File: src/rtl/cdb_arbiter_pkg.sv
// Shared CDB arbiter constants: requester indices, default sizes and the result message layout.
package cdb_arbiter_pkg;

    localparam int CDB_NUM_REQ  = 4;
    localparam int CDB_ROB_SIZE = 8;
    localparam int CDB_PTR_SIZE = $clog2(CDB_ROB_SIZE);

    localparam int CDB_ALU    = 0;
    localparam int CDB_MUL    = 1;
    localparam int CDB_LOAD   = 2;
    localparam int CDB_BRANCH = 3;

    typedef struct packed {
        logic [CDB_PTR_SIZE-1:0] rob_ix;
        logic signed [31:0]      value;
        logic signed [31:0]      dest;
    } cdb_msg_t;

endpackage

File: src/rtl/cdb_arbiter_rr_picker.sv
// Combinational round-robin picker: one-hot select of the first set request at or after ptr.
module rr_picker #(
    parameter int N = 4,
    localparam int W = (N > 1) ? $clog2(N) : 1
) (
    input  logic [N-1:0] req,
    input  logic [W-1:0] ptr,
    output logic [N-1:0] sel
);

    logic [W-1:0] idx;
    logic         found;

    // Wrap by compare so that N need not be a power of two.
    always_comb begin
        sel   = '0;
        found = 1'b0;
        idx   = ptr;
        for (int k = 0; k < N; k++) begin
            if (!found && req[idx]) begin
                sel[idx] = 1'b1;
                found    = 1'b1;
            end
            idx = (idx == W'(N - 1)) ? '0 : idx + W'(1);
        end
    end

endmodule

File: src/rtl/cdb_arbiter.sv
// Round-robin CDB arbiter: one-entry holding slot per functional unit, one registered beat per cycle.
// Define CDB_ARB_STATS_EN to add per-requester grant counters and a contention counter.
module cdb_arbiter
    import cdb_arbiter_pkg::*;
#(
    parameter int NUM_REQ  = CDB_NUM_REQ,
    parameter int ROB_SIZE = CDB_ROB_SIZE,
    localparam int PTR_SIZE = $clog2(ROB_SIZE),
    localparam int IW       = (NUM_REQ > 1) ? $clog2(NUM_REQ) : 1
) (
    input  logic                               clk_in,
    input  logic                               rst_in,
    input  logic                               flush_in,
    input  logic [NUM_REQ-1:0]                 req_valid_in,
    input  logic [NUM_REQ-1:0][PTR_SIZE-1:0]   req_rob_ix_in,
    input  logic [NUM_REQ-1:0][31:0]           req_value_in,
    input  logic [NUM_REQ-1:0][31:0]           req_dest_in,
    output logic [NUM_REQ-1:0]                 req_ready_out,
    output logic                               cdb_valid_out,
    output logic [PTR_SIZE-1:0]                cdb_rob_ix_out,
    output logic signed [31:0]                 cdb_value_out,
    output logic signed [31:0]                 cdb_dest_out,
    output logic [NUM_REQ-1:0]                 grant_out
`ifdef CDB_ARB_STATS_EN
    ,
    output logic [NUM_REQ-1:0][31:0]           grant_count_out,
    output logic [31:0]                        conflict_count_out
`endif
);

    typedef struct packed {
        logic [PTR_SIZE-1:0] rob_ix;
        logic [31:0]         value;
        logic [31:0]         dest;
    } msg_t;

    msg_t [NUM_REQ-1:0] slot;
    logic [NUM_REQ-1:0] full;
    logic [NUM_REQ-1:0] sel;
    logic [IW-1:0]      rr_ptr;
    logic [IW-1:0]      sel_ix;
    msg_t               sel_msg;

    rr_picker #(.N(NUM_REQ)) u_pick (
        .req (full),
        .ptr (rr_ptr),
        .sel (sel)
    );

    always_comb begin
        sel_ix  = '0;
        sel_msg = '0;
        for (int i = 0; i < NUM_REQ; i++) begin
            if (sel[i]) begin
                sel_ix  = IW'(i);
                sel_msg = slot[i];
            end
        end
    end

    // A slot being granted this cycle may refill at the same edge.
    assign req_ready_out = flush_in ? '0 : (~full | sel);

    always_ff @(posedge clk_in) begin
        if (rst_in) begin
            full <= '0;
            slot <= '0;
        end else if (flush_in) begin
            full <= '0;
        end else begin
            for (int i = 0; i < NUM_REQ; i++) begin
                if (req_valid_in[i] && req_ready_out[i]) begin
                    full[i] <= 1'b1;
                    slot[i] <= '{rob_ix: req_rob_ix_in[i],
                                 value:  req_value_in[i],
                                 dest:   req_dest_in[i]};
                end else if (sel[i]) begin
                    full[i] <= 1'b0;
                end
            end
        end
    end

    always_ff @(posedge clk_in) begin
        if (rst_in) begin
            cdb_valid_out  <= 1'b0;
            grant_out      <= '0;
            cdb_rob_ix_out <= '0;
            cdb_value_out  <= '0;
            cdb_dest_out   <= '0;
            rr_ptr         <= '0;
        end else if (flush_in) begin
            cdb_valid_out <= 1'b0;
            grant_out     <= '0;
        end else begin
            cdb_valid_out <= |sel;
            grant_out     <= sel;
            if (|sel) begin
                cdb_rob_ix_out <= sel_msg.rob_ix;
                cdb_value_out  <= sel_msg.value;
                cdb_dest_out   <= sel_msg.dest;
                rr_ptr         <= (sel_ix == IW'(NUM_REQ - 1)) ? '0 : sel_ix + IW'(1);
            end
        end
    end

`ifdef CDB_ARB_STATS_EN
    always_ff @(posedge clk_in) begin
        if (rst_in) begin
            grant_count_out    <= '0;
            conflict_count_out <= '0;
        end else if (!flush_in) begin
            for (int i = 0; i < NUM_REQ; i++)
                if (sel[i]) grant_count_out[i] <= grant_count_out[i] + 32'd1;
            if ($countones(full) > 1)
                conflict_count_out <= conflict_count_out + 32'd1;
        end
    end
`endif

endmodule

File: config.mk
export PLATFORM = sky130hd
export DESIGN_NAME = cdb_arbiter
export DESIGN_NICKNAME = d
export VERILOG_FILES = /design/src/rtl/cdb_arbiter_pkg.sv /design/src/rtl/cdb_arbiter_rr_picker.sv /design/src/rtl/cdb_arbiter.sv
export SDC_FILE = /design/constraint.sdc
export NUM_CORES = 1
export LEC_CHECK = 0
export ABC_AREA = 0
export CAP_MARGIN = 40
export CORE_ASPECT_RATIO = 1.2
export CORE_MARGIN = 8
export CORE_UTILIZATION = 41
export CTS_CLUSTER_DIAMETER = 200
export DETAILED_ROUTE_END_ITERATION = 8
export PLACE_DENSITY = 0.68
export SYNTH_ARGS = -nofsm -noshare
export SYNTH_HDL_FRONTEND = slang
export SYNTH_HIERARCHICAL = 1
export SYNTH_SLANG_ARGS = --single-unit
File: constraint.sdc
create_clock -name clk_in -period 11.3 [get_ports clk_in]
set_input_delay 2.26 -clock clk_in [delete_from_list [all_inputs] [get_ports clk_in]]
set_output_delay 2.26 -clock clk_in [all_outputs]
set_load 0.1 [all_outputs]
==> results of run 1 <==
==> metrics by stage <==
stage	instances	utilization
2_1_floorplan	1771	-
3_3_place_gp	2365	0.4994
3_5_place_dp	2448	0.5455
4_1_cts	2509	0.5741
5_1_grt	2510	0.5743
6_report	2512	0.5745
==> sequential cells by signal (all words and copies together) (netlist names) <==
name            cells
cdb_dest_out       32
cdb_rob_ix_out      3
cdb_valid_out       1
cdb_value_out      32
full                4
grant_out           4
rr_ptr              2
slot              268
==> where the power goes <==
group	switching [mW]	internal (mW)	leakage, nW
clock	0.495	0.655	0.536
sequential	0.0951	1.38	2.82
combinational	1.96	1.23	4.77
==> cells by family (layout without fill, tap and decap cells) <==
group | count (synthesis) | count (layout) | synth area share
adder cells (fa/ha/maj) | 7 | 7 | 0.005512
multiplexers | 9 | 9 | 0.007874
flip-flops | 346 | 346 | 0.4359
AO/OA/AOI/OAI | 756 | 756 | 0.3355
AND/OR/NAND/NOR | 377 | 377 | 0.1469
other | 0 | 2 | 0
buffers and inverters | 276 | 529 | 0.06827
==> worst paths after layout <==
check | end | cells past startpoint | slack (ps)
worst max-delay path | req_ready_out[2] | 12 | 4790
worst min register to register | slot[250] | 2 | 470
worst min-delay path | slot[250] | 2 | 470
worst max register to register | cdb_dest_out[18] | 12 | 6510
==> layout by cell type (no fill, tap or decap), drive strengths merged <==
| cell | instances |
|---|---|
| o221ai | 1 |
| clkbuf | 57 |
| mux4 | 2 |
| nand3b | 1 |
| nand2 | 7 |
| a22oi | 1 |
| inv | 6 |
| diode | 2 |
| or4 | 1 |
| buf | 114 |
| ha | 7 |
| a21oi | 272 |
| a32o | 67 |
| clkinvlp | 1 |
| o211ai | 1 |
| a211oi | 1 |
| mux2 | 5 |
| a21boi | 4 |
| clkdlybuf4s50 | 343 |
| o21ai | 2 |
| a21o | 67 |
| a31oi | 3 |
| a221o | 67 |
| o31ai | 270 |
| nor3b | 2 |
| nor3 | 1 |
| nor2b | 10 |
| clkinv | 7 |
| nand2b | 74 |
| dfxtp | 346 |
| or2 | 1 |
| nor2 | 8 |
| bufinv | 1 |
| and2 | 4 |
| nand4 | 268 |
| mux2i | 2 |
==> routing by layer <==
metal  GRT usage  wire, um  part of all wire
met1      0.3519     27200              0.42
met2      0.4446     30380              0.47
met3     0.04512      4926             0.076
met4      0.1131      2210             0.034
met5           0        13           0.00020
==> final cells by class <==
type                       count  area (um^2)
inverter                       8        41.29
fill                        3291        16400
clock buffer                  54         1030
antenna                        2        5.005
timing repair buffer         460         5475
tap                          486        608.1
sequential                   346         6927
clock inverter                 7        72.57
multi-input combinational   1149         7986
==> worst reg2reg max path: cells and delay by family (launching register included) <==
family / cells / cell delay (ps)
multiplexers: 2 / 720
buffers and inverters: 4 / 1430
adder cells (fa/ha/maj): 1 / 440
flip-flops: 1 / 490
AND/OR/NAND/NOR: 2 / 980
AO/OA/AOI/OAI: 3 / 650
==> metrics.yaml, run 1 <==
power:
  vdd_drop_max_v: 0.0001705
  p_per_area_nw_per_um2: 262.5
  p_leak_nw: 8.129
  power.total_mw: 5.814
synthesis:
  syn_area_per_cell_um2: 8.972
  ys_ff_latch: 346
  ys_seq_area_frac: 0.4359
  synth_fp_nets: 2053
  yosys_warnings: 6
  synth_top_area_share: 0.4359
  synthMostInstantiatedCell: "dfxtp_1"
  synthTopCellsByArea: "dfxtp_1 44%, o31ai_1 13%, nand4_1 11%"
  syn_inst: 1771
  synth_top_flop_cell: "dfxtp_1"
  synth-edff-count: 0
  post-synth-top-area-cell: "dfxtp_1"
  synth-async-reset-ratio: 0
  synth.cell_area_um2: 15890
  synth_commonest_cells: "346 x dfxtp_1, 271 x a21oi_1, 270 x o31ai_1"
  synth_cell_types: 38
timing:
  clock.fmax_mhz: 153.5
  skew_ps: 11.17
  rsz0062_at_grt: "false"
  fin_setup_tns_ps: 0
  slew_violations: 0
  setup_viol: 0
  min_period_over_period: 0.5765
  final-hold-violation-count: 0
  setup_ws_ps: 4785
  period_needed_ps: 6515
  worst_pin_slew_ps: 958.5
  relSlewSlack: 0.3610
  fin_hold_ws_ps: 465.6
drt:
  drc: 0
  vias_per_cell: 6.631
  routed_wl_um: 64730
  drtPass1Iterations: 5
  vias: 16660
  drtIter0Drc: 1806
  drtAntennaViolNets: 0
  routedWlPerCell_um: 25.77
clocking:
  path_clk_slew_ps: 60
  post-cts-setup-buffer-count: 0
  root_buffer: "clkbuf_16"
  cts.repair.resized: 0
  cts_tree: "yes"
  cts.sinks: 346
  clk_latency_ps: 520
  cts_buffer_depth: 3
  h-tree-depth: 2
  cts_inserted_buffers: 37
  hold_buffers: 0
cells_and_area:
  nets: 2284
  fin_area_um2: 22150
  drive_above_1_share: 0.09585
  areaGrowthSynthToFinish_pct: 39.37
global_routing:
  grt_max_degree: 123
  grt.total_usage: 0.2718
  antenna_found_initial: 2
  grt-ovfl-total: 0
  grt_pass1_wl_um: 99510
  grt_pass1_vias: 16870
floorplan:
  die_y_um: 231.7
  io_pins: 351
  start_util: 0.4122
  die_w_um: 195.7
  fp.dieArea_um2: 45340
  core_region_area_um2: 38550
  row_count: 79
run_status:
  status: "finished clean"
worst_setup_path:
  cp_max_fo: 42
  start_kind: "flop"
  critPathMaxStageDelay_ps: 530
  cp.required_ps: 9040
  critical_path.startpoint: "rr_ptr[0]"
  crit_arrival_ps: 4250
  path_buf_inv: 5
  path_cells: "inv_1 > ha_1 > mux2_2 > mux2i_1 > o31ai_1 > a31oi_4 > buf_4 > buf_16 > nor2b_4 > nor2_1 > clkdlybuf4s50_1 > buf_8"
  critical-path-top-delay-family: "buffers and inverters"
  reg2reg_from: "rr_ptr[0]"
  cp_slowest_cell: "clkdlybuf4s50_1"
  crit_type: "flop to output port"
  cp-end-kind: "output port"
place:
  place_ws_ps: 5248
  detailed_place.area_um2: 21030
  place_congestion: 0.8366
  place_hpwl_um: 39150
  portBuffers: 350
min_path:
  holdCritPathClass: "flop to flop"
  hp-start: "slot[250]"
run:
  maxCapViolCount: 0
Power figures use the tool's default switching activity.
==> run 2: changes to the inputs <==
Settings changed: PLACE_DENSITY 0.68 to 0.71.
Clock period 11.3 ns to 5.2 ns, I/O delays scaled along.
==> metrics.yaml, run 2 (synthesis results as in run 1) <==
timing:
  slew_violations: 0  # unchanged
  setup_viol: 0  # unchanged
  relSlewSlack: 0.3560  # -0.005060
  skew_ps: 9.675  # -1.498 ps
  rsz0062_at_grt: "false"
  period_needed_ps: 4780
  min_period_over_period: 0.9193
  worst_pin_slew_ps: 966.0  # +7.590 ps
  clock.fmax_mhz: 209.2
  final-hold-violation-count: 0  # unchanged
  fin_setup_tns_ps: 0  # unchanged
worst_setup_path:
  ff2ff_path_depth: 10  # -2
  cp_max_fo: 8  # -81%
  critPathMaxStageDelay_ps: 610  # +80 ps
  cp.depth: 9  # -3
  crit_arrival_ps: 3740  # -510 ps
  cp.required_ps: 4160  # -4880 ps
  crit_end: "req_ready_out[0]"
  reg2reg_from: "rr_ptr[0]"
  crit_type: "flop to output port"
  critical-path-top-delay-family: "compound AO/OA/AOI/OAI gates"
  rr_endpoint: "cdb_value_out[0]"
  cp_slowest_cell: "a31oi_1"
  path_cells: "inv_1 > ha_1 > mux2_2 > a22oi_1 > mux2i_1 > a31oi_1 > nor2b_4 > nor2_1 > buf_12"
  start_kind: "flop"
  path_buf_inv: 2  # -3
  cp-end-kind: "output port"
  critical_path.startpoint: "rr_ptr[0]"
  rrSetupSlack_ps: 740  # -5770 ps
cells_and_area:
  regMostFlops: "slot"
  fin_area_um2: 22100  # -0.22%
  layout_common_cells: "346 x dfxtp_1, 339 x clkdlybuf4s50_1, 270 x o31ai_1, 270 x a21oi_1, 268 x nand4_1"
  drive_above_1_share: 0.09926  # +0.003409
  areaGrowthSynthToFinish_pct: 39.07
  nets: 2281  # -0.13%
  reg.largest.list: "slot x268, cdb_dest_out x32, cdb_value_out x32"
  antennaDiodeCount: 0  # -2
  largest_reg_flops: 268  # unchanged
  layout_commonest_cell: "dfxtp_1"
power:
  p_leak_nw: 8.144  # +0.19%
  p_per_area_nw_per_um2: 574.2  # +120%
  vdd_drop_max_v: 0.0006186  # +260%
drt:
  vias_per_cell: 6.651  # +0.29%
  routed_wl_um: 64290  # -0.68%
  drc: 0  # unchanged
  drtPass1Iterations: 6  # +1
  drtIter0Drc: 1608  # -11%
  routedWlPerCell_um: 25.60  # -0.64%
  drtAntennaViolNets: 0  # unchanged
  vias: 16700  # +0.25%
place:
  place_congestion: 0.8756  # +4.7%
  portBuffers: 350  # unchanged
  place_hpwl_um: 39750  # +1.5%
  detailed_place.area_um2: 20830  # -0.96%
clocking:
  cts.repair.resized: 0  # unchanged
  hold_buffers: 0  # unchanged
  cts_buffer_depth: 3  # unchanged
  cts_tree: "yes"
  cts_inserted_buffers: 37  # unchanged
  cts.sinks: 346  # unchanged
  path_clk_slew_ps: 60  # about the same
  root_buffer: "clkbuf_16"
  post-cts-setup-buffer-count: 0  # unchanged
  clk_latency_ps: 530  # about the same
  h-tree-depth: 2  # unchanged
floorplan:
  fp.dieArea_um2: 45340  # unchanged
  io_pins: 351  # unchanged
  die_y_um: 231.7  # unchanged
  row_count: 79  # unchanged
  start_util: 0.4122  # unchanged
  core_region_area_um2: 38550  # unchanged
  die_w_um: 195.7  # unchanged
global_routing:
  grt_pass1_vias: 16740  # -0.78%
  grt-ovfl-total: 0  # unchanged
  grt.total_usage: 0.2663  # -0.005475
  grt_pass1_wl_um: 97310  # -2.2%
  antenna_found_initial: 0  # -2
  grt_max_degree: 139  # +13%
min_path:
  hp-start: "cdb_value_out[26]"
  holdCritPathClass: "flop to flop"
run_status:
  status: "finished clean"
run:
  maxCapViolCount: 0  # unchanged
## run 2: cell types whose count changed in the layout (fill, tap and decap cells not counted), sizes merged
cell / delta
bufinv: +5
clkdlybuf4s50: -4
clkbuf: -3
buf: +2
diode: -2
clkinv: +1
clkinvlp: -1
inv: +1
## run 2: final cells by class
cell class                      instances  area [um^2]
Timing Repair Buffer                  457         5273
Sequential cell                       346         6927
Clock buffer                           52         1045
Multi-Input combinational cell       1149         7981
Inverter                                8        40.04
Clock inverter                         13        222.7
Tap cell                              486        608.1
Fill cell                            3336        16450
## run 2: how the worst min path moves through the flow
stage	depth (start not counted)	slack, ps	endpoint
floorplan	2	440	slot[201]
global placement	1	450	cdb_dest_out[4]
detailed placement	1	450	cdb_value_out[26]
CTS	2	460	slot[247]
global route	2	480	slot[82]
finish	1	460	cdb_value_out[26]
## run 2: per-layer routing
layer  GRT usage  share of wire  up-vias
li1            -              -     7436
met1      0.3368           0.40     8151
met2      0.4402           0.48      970
met3     0.05441          0.086      143
met4      0.1058          0.035        0
met5           0              0        -
## run 2: stage by stage
step	hold WS [ps]	util	power, mW	cells	worst slack (ps)
after detailed placement	452.6	0.5403	9.904	2446	858.0
after CTS	464.3	0.5732	12.69	2511	438.6
after floorplan	443.2	-	7.271	1771	359.4
final	463.8	0.5732	12.69	2511	419.8
after global routing	479.1	0.5732	13.12	2511	187.2
after global placement	450.3	0.5001	8.969	2366	1034
## run 2: power breakdown
group	switching (mW)	internal, mW
sequential	0.230	2.99
combinational	4.16	2.52
clock	1.09	1.70
total	5.48	7.21
